$ cat config.mk
export PLATFORM = sky130hd
export DESIGN_NAME = cmp_search_ctrl
export DESIGN_NICKNAME = d
export VERILOG_FILES = /design/src/rtl/cmp_search_ctrl.sv
export SDC_FILE = /design/constraint.sdc
export NUM_CORES = 1
export LEC_CHECK = 0
export CORE_AREA = 2 2 63 65
export CTS_CLUSTER_DIAMETER = 40
export DETAILED_ROUTE_END_ITERATION = 8
export DIE_AREA = 0 0 65 67
export GPL_TIMING_DRIVEN = 0
export PLACE_DENSITY_LB_ADDON = 0.12
export SETUP_SLACK_MARGIN = 0.02
export SLEW_MARGIN = 10
export SYNTH_ARGS = -nofsm -noshare
export SYNTH_HDL_FRONTEND = slang
export SYNTH_SLANG_ARGS = --single-unit
$ cat constraint.sdc
create_clock -name clk -period 3.5 [get_ports clk]
set_clock_uncertainty 0.2 [all_clocks]
set_input_delay 0.7 -clock clk [delete_from_list [all_inputs] [get_ports clk]]
set_output_delay 0.7 -clock clk [all_outputs]
set_load 0.01 [all_outputs]
$ cat src/rtl/cmp_search_ctrl.sv
// Binary-search initiator for a magnitude comparator: probes cmp_a and narrows [lo,hi] until the flags report equal.
// Each probe is held CMP_LAT cycles before the flags are sampled; start is ignored unless the controller is idle.
module cmp_search_ctrl #(
  parameter int WIDTH   = 4,
  parameter int CMP_LAT = 1
) (
  input  logic                          clk,
  input  logic                          rst_n,
  input  logic                          start,
  output logic [WIDTH-1:0]              cmp_a,
  input  logic                          cmp_lower,
  input  logic                          cmp_equal,
  input  logic                          cmp_greater,
  output logic                          busy,
  output logic                          done,
  output logic [WIDTH-1:0]              result,
  output logic [$clog2(WIDTH+2)-1:0]    steps,
  output logic                          error
);

  localparam int SW = $clog2(WIDTH + 2);
  localparam int CW = (CMP_LAT > 1) ? $clog2(CMP_LAT) : 1;
  localparam logic [CW-1:0]    CNT_INIT = CW'(CMP_LAT - 1);
  localparam logic [WIDTH:0]   HI_INIT  = (WIDTH+1)'((1 << WIDTH) - 1);
  localparam logic [WIDTH-1:0] A_INIT   = WIDTH'((1 << (WIDTH - 1)) - 1);

  typedef enum logic [1:0] {S_IDLE, S_WAIT, S_DONE} state_t;

  state_t         state;
  logic [WIDTH:0] lo, hi;
  logic [CW-1:0]  cnt;

  logic [WIDTH:0]   a_ext, nlo, nhi;
  logic [WIDTH-1:0] mid;
  logic             onehot, exhaust;

  assign a_ext  = {1'b0, cmp_a};
  assign onehot = ({cmp_lower, cmp_equal, cmp_greater} == 3'b100) ||
                  ({cmp_lower, cmp_equal, cmp_greater} == 3'b010) ||
                  ({cmp_lower, cmp_equal, cmp_greater} == 3'b001);

  // Bounds are one bit wider so lo can pass 2^WIDTH-1 and hi can wrap below 0.
  always_comb begin
    nlo = lo;
    nhi = hi;
    if (cmp_lower)   nlo = a_ext + (WIDTH+1)'(1);
    if (cmp_greater) nhi = a_ext - (WIDTH+1)'(1);
    exhaust = (nlo > nhi) || (cmp_greater && (cmp_a == '0));
    mid     = WIDTH'((nlo + nhi) >> 1);
  end

  always_ff @(posedge clk or negedge rst_n) begin
    if (!rst_n) begin
      state  <= S_IDLE;
      cmp_a  <= '0;
      busy   <= 1'b0;
      done   <= 1'b0;
      result <= '0;
      steps  <= '0;
      error  <= 1'b0;
      lo     <= '0;
      hi     <= '0;
      cnt    <= '0;
    end else begin
      case (state)
        S_IDLE: begin
          if (start) begin
            lo    <= '0;
            hi    <= HI_INIT;
            cmp_a <= A_INIT;
            steps <= '0;
            error <= 1'b0;
            busy  <= 1'b1;
            cnt   <= CNT_INIT;
            state <= S_WAIT;
          end
        end
        S_WAIT: begin
          if (cnt != '0) begin
            cnt <= cnt - CW'(1);
          end else begin
            steps <= steps + SW'(1);
            // A valid one-hot non-equal answer only ends the search when the range is exhausted.
            if (!onehot || cmp_equal || exhaust) begin
              error  <= !(onehot && cmp_equal);
              result <= cmp_a;
              busy   <= 1'b0;
              done   <= 1'b1;
              state  <= S_DONE;
            end else begin
              lo    <= nlo;
              hi    <= nhi;
              cmp_a <= mid;
              cnt   <= CNT_INIT;
            end
          end
        end
        S_DONE: begin
          done  <= 1'b0;
          state <= S_IDLE;
        end
        default: state <= S_IDLE;
      endcase
    end
  end

endmodule

Word-level counts from Yosys, hierarchy flattened
Cells that the tools add are included.

Bits in registers: 27. Output and inout bits: 14.

$add $sub $neg: 5. $lt $le $gt $ge: 1. Eq/ne operators: 9. Muxes and demuxes: 34. Bitwise operators: 1. Reduce and logical (&&, ||, !) cells: 20.

Operators by type and width (count): $mux W5 (8); $pmux W5 S2 (2); $mux W4 (3); $reduce_and A3 Y1 (4); $mux W1 (9); $ne A2 B2 Y1 const B (4); $pmux W1 S2 (4); $pmux W4 S2 (1); $reduce_and A4 Y1 (2); $mux W2 (3); $mux W3 (2); $pmux W3 S2 (1); $add A4 B1 Y5 const B (1); $add A5 B5 Y5 (1); $gt A5 B5 Y1 (1); $logic_or A1 B1 Y1 (5); $sub A4 B1 Y5 const B (1); $logic_not A4 Y1 (1); $pmux W2 S2 (1); $reduce_bool A2 Y1 (2); $add A3 B1 Y3 const B (1); $eq A3 B1 Y1 const B (1); $eq A3 B2 Y1 const B (1); $eq A3 B3 Y1 const B (1); 8 further kinds (10).

Logic depth before layout (Yosys ltp)
Depth after elaboration: 9. Gate-level depth with buffers: 13. Gate-level depth less buffers: 12.

Worst setup path before layout
No wires, ideal clock.

Path type: in2reg. Start: in cmp_greater. End: reg result[0]. Library setup time: 0.125 ns. Arrival: 2.826 ns. Data required time: 3.175 ns. Setup slack: 0.349 ns. Stages: 9. Buffers on the path: 1. Cells stage by stage: buf_2 -> o21ai_0 -> inv_1 -> ha_1 -> or3b_1 -> a21oi_1 -> o32ai_2 -> a21oi_2 -> mux2_2.

Cells in the longest elaborated chain, start to end: 7.

Ends and longest elaborated chain: from (decl) (RTL line 13) `input logic cmp_greater,`; parallel branches: the longest is 5 deep, another holds $gt A5 B5 Y1; $logic_or A1 B1 Y1 * (RTL line 84) `if (!onehot || cmp_equal || exhaust) begin`; $reduce_and A3 Y1 (no source line) *; to (signal assigned) (RTL line 86) `result <= cmp_a;`; to (decl) (RTL line 16) `output logic [WIDTH-1:0] result,`.

Mark *: on every way between the ends. A chain may end at the register's enable or synchronous reset.

Worst setup path in the final report
Start: reg cmp_a[0]. End: reg lo[0].

Cells in the longest elaborated chain, start to end: 7.

Ends and longest elaborated chain: from (decl) (RTL line 10) `output logic [WIDTH-1:0] cmp_a,`; from (signal assigned) (RTL line 93) `cmp_a <= mid;`; $add A4 B1 Y5 / $sub A4 B1 Y5 (equally long branches) (RTL line 46, 47); $mux W5 (on tied branches) (RTL line 46, 47); $gt A5 B5 Y1 (RTL line 48) `exhaust = (nlo > nhi) || (cmp_greater && (cmp_a == '0));`; $logic_or A1 B1 Y1 (RTL line 48); $logic_or A1 B1 Y1 (RTL line 84); $ne A2 B2 Y1 (no source line); $reduce_and A4 Y1 (no source line); to (signal assigned) (RTL line 91) `lo <= nlo;`; to (decl) (RTL line 30) `logic [WIDTH:0] lo, hi;`.

Several ways; a longest one is shown, not always the timed one. The select of a mux whose other input is x is not followed.

==> results.md <==
- Status: completed
- Die ar.: around 0.0044 mm2
- IO Pins: 20
- Placed Area: 0.00183 mm2
- Syn_nets: between 150 and 200
- Main area contributors after synthesis: dfrtp_1, ha_1, mux2_2, mux2i_1, xnor2_1
- Post-Synthesis Cells: about 160
- Hold_buf cts: 0
- Number of port buffers: 17
- WL/cell: ~14 um
- Syn. warnings: 0
- Fin crit share: 0.950
- Met3 wire length: 73 um
- Detailed Route Iter0 Violations: 26
- Worst setup EP type: flop
- Reg2Reg Depth: 10
- Vias: around 1200
- Hold crit path type: in -> async
- Total Routed Length: 3270 um
- Initial antenna violation count: 0
- DP Cell Count: between 200 and 250
- Crit-path max FO: 10
- Chip width: around 65 um
- Synth Register Bits: 26
- RSZ-0062 raised after global routing: false
- Power Dens Cells: ~760 mW/mm2
- Worst slew pin tran: 0.568 ns
- Wl on met1: 1510 um
- Gr ovfl total: 0
- Nets: around 200
- Mapped Area: about 0.0016 mm2
- Overall Global Routing Usage: 0.161
- Kind of start point of the critical path: flop
- FF-to-FF setup slack: approximately 0.17 ns
- Gp weighted congestion: approximately 0.79
- DRC Markers: 0
- Initial Util: 0.442
- Post-route ant nets: 0
- Clk_lat worst skew: 0.27 ns
- Largest net degree at the start of global routing: 27
- P_leak: around 0.95 nW
- Synthesis-to-layout area growth: 23.8%
- Inserted Diodes: 0
- Min Hold Slack: approximately 0.21 ns
- Top Layer Used: met4
- Post-synth EDFFs: 0
- Clock Root Buffer: clkbuf_8
- Row Count: 22
- Core Area: about 0.0036 mm2
- Slew Viols, Final: 0
- Avg Inst Size Synth: 10.3 um2
- CTS Buf Count: 3
- Minimum clock period: around 3.3 ns
- H-tree depth: 1
- Final setup viols: 0
- Ys flop type: dfrtp_1
- Router iterations before antenna repair: 4
- Synth async-reset ratio: 1.00
- Routed vias/inst: approximately 5.1
- Top-area cell type share of the netlist area: 0.408
- CTS Buffer Depth: 2
- Detail Placement HPWL: roughly 2400 um
- Critical Path RT: between 3 and 4 ns
- Max frequency: about 300 MHz
- Final hold viol count: 0
- Distinct cells, synth: 32
- TritonCTS clock tree: built
- Layout cell share with drive strength beyond 1: 0.198
- First-pass GRT wire length: 5210 um
- Area leader, netlist: dfrtp_1
- CP Class: reg -> reg
- Die Ht: 67 um
- Slew HR: 0.621
- Worst Path Arrival: approximately 3.3 ns
- Met2 WL: approximately 1600 um
- Max_cap viols: 0
- Final Cell Area: roughly 0.0020 mm2
- Peak VDD IR: around 0.26 mV
- Seq/Total Area, Yosys: 0.408
- Number of global-route vias before repair: 1163
- Clock slew at reported path FFs: approximately 0.090 ns
- Fin cells: 230
- Sink Count: 26
==> cell usage after synthesis (all sizes together) (3+ instances only) <==
master,n
and2,4
mux2,11
inv,15
o21ai,7
xnor2,7
nand4,3
a21oi,7
dfrtp,26
nand2,12
ha,13
buf,4
nor2,15
mux2i,12
==> placed cells by master (no fill, tap or decap), types with 2 or more instances in the layout <==
cell	instances
clkbuf_8	3
o21ai_0	6
nand2b_1	2
nand3_1	2
dfrtp_2	2
nand2_1	12
mux2_2	11
ha_1	13
a21oi_2	2
and2_1	4
inv_1	15
xnor2_1	7
dfrtp_1	24
buf_2	4
nor2_1	15
nand4_1	2
a21oi_1	4
clkdlybuf4s50_1	16
buf_4	6
mux2i_1	12
clkbuf_1	2
==> worst max-delay path, cell delays in order, from the launching register on <==
cell     delay, ns
dfrtp_2       0.45
buf_4         0.16
ha_1          0.21
xnor2_1       0.14
a21oi_2       0.25
ha_1          0.32
or3b_1        0.47
o32ai_4       0.42
nand4_4       0.23
buf_6         0.22
mux2i_1       0.12
==> flip-flops by register name (all words and copies together), names as in the netlist <==
signal  count
error       1
steps       3
state       2
cmp_a       4
lo          5
busy        1
done        1
hi          5
result      4
==> where the power goes <==
| part | switching (mW) | leakage, nW | internal [mW] |
|---|---|---|---|
| clock | 0.0960 | 0.0357 | 0.153 |
| sequential | 0.0670 | 0.300 | 0.394 |
| combinational | 0.410 | 0.618 | 0.382 |
| total | 0.573 | 0.954 | 0.929 |
==> cells by family (layout without fill, tap and decap cells) <==
logic type,count (synthesis),after routing,share of synthesized area
and+or+nand+nor,42,42,0.132
buffers and inverters,21,48,0.0565
muxes,23,23,0.153
AOI/OAI and AO/OA,21,21,0.0926
DFF,26,26,0.408
adders and majority gates,14,14,0.115
xor gates and xnor gates,8,8,0.0439
==> cell type report <==
cell class	instances	area (um2)
fillers	332	1630
multi-input cells	108	890
flip-flops and latches	26	653
repair buffers	23	210
well taps	48	60.1
inverters	15	56.3
clock buffers	3	41.3
plain buffers	6	33.8
clock inverters	1	30.0
==> per-stage QoR <==
step	setup slack (ns)	TNS, ns	utilization	power [mW]
floorplan	0.349	0	-	0.941
global placement	0.0427	0	0.506	1.17
detailed placement	-0.0506	-0.537	0.506	1.20
CTS	-0.0719	-0.886	0.526	1.45
global route	0.0117	0	0.548	1.62
finish	0.174	0	0.548	1.50
==> repair_timing <==
| item | 4_1_cts | 5_1_grt |
|---|---|---|
| endpoints found under the setup margin | 18 | 21 |
| cloned | 0 | 0 |
| pin swaps | 0 | 3 |
| endpoints found under the hold margin | 0 | 0 |
| setup buffers | 0 | 6 |
| gates resized for setup | 0 | 9 |
==> path summary, 6_finish.rpt <==
| path | to | start |
|---|---|---|
| worst max-delay path | lo[0] | cmp_a[0] |
| worst min-delay path | steps[1] | rst_n |
| worst max register to register | lo[0] | cmp_a[0] |
| worst min register to register | result[0] | result[0] |
| max in group asynchronous | cmp_a[0] | rst_n |
| min in group clk | result[0] | result[0] |
==> routing by layer <==
| layer | GRT usage | vias to the layer above |
|---|---|---|
| met5 | 0 | - |
| met4 | 0.0638 | 0 |
| met3 | 0.0169 | 6 |
| met2 | 0.291 | 20 |
| met1 | 0.195 | 580 |
| li1 | - | 577 |
No activity file was read; power rests on OpenSTA's default activity.
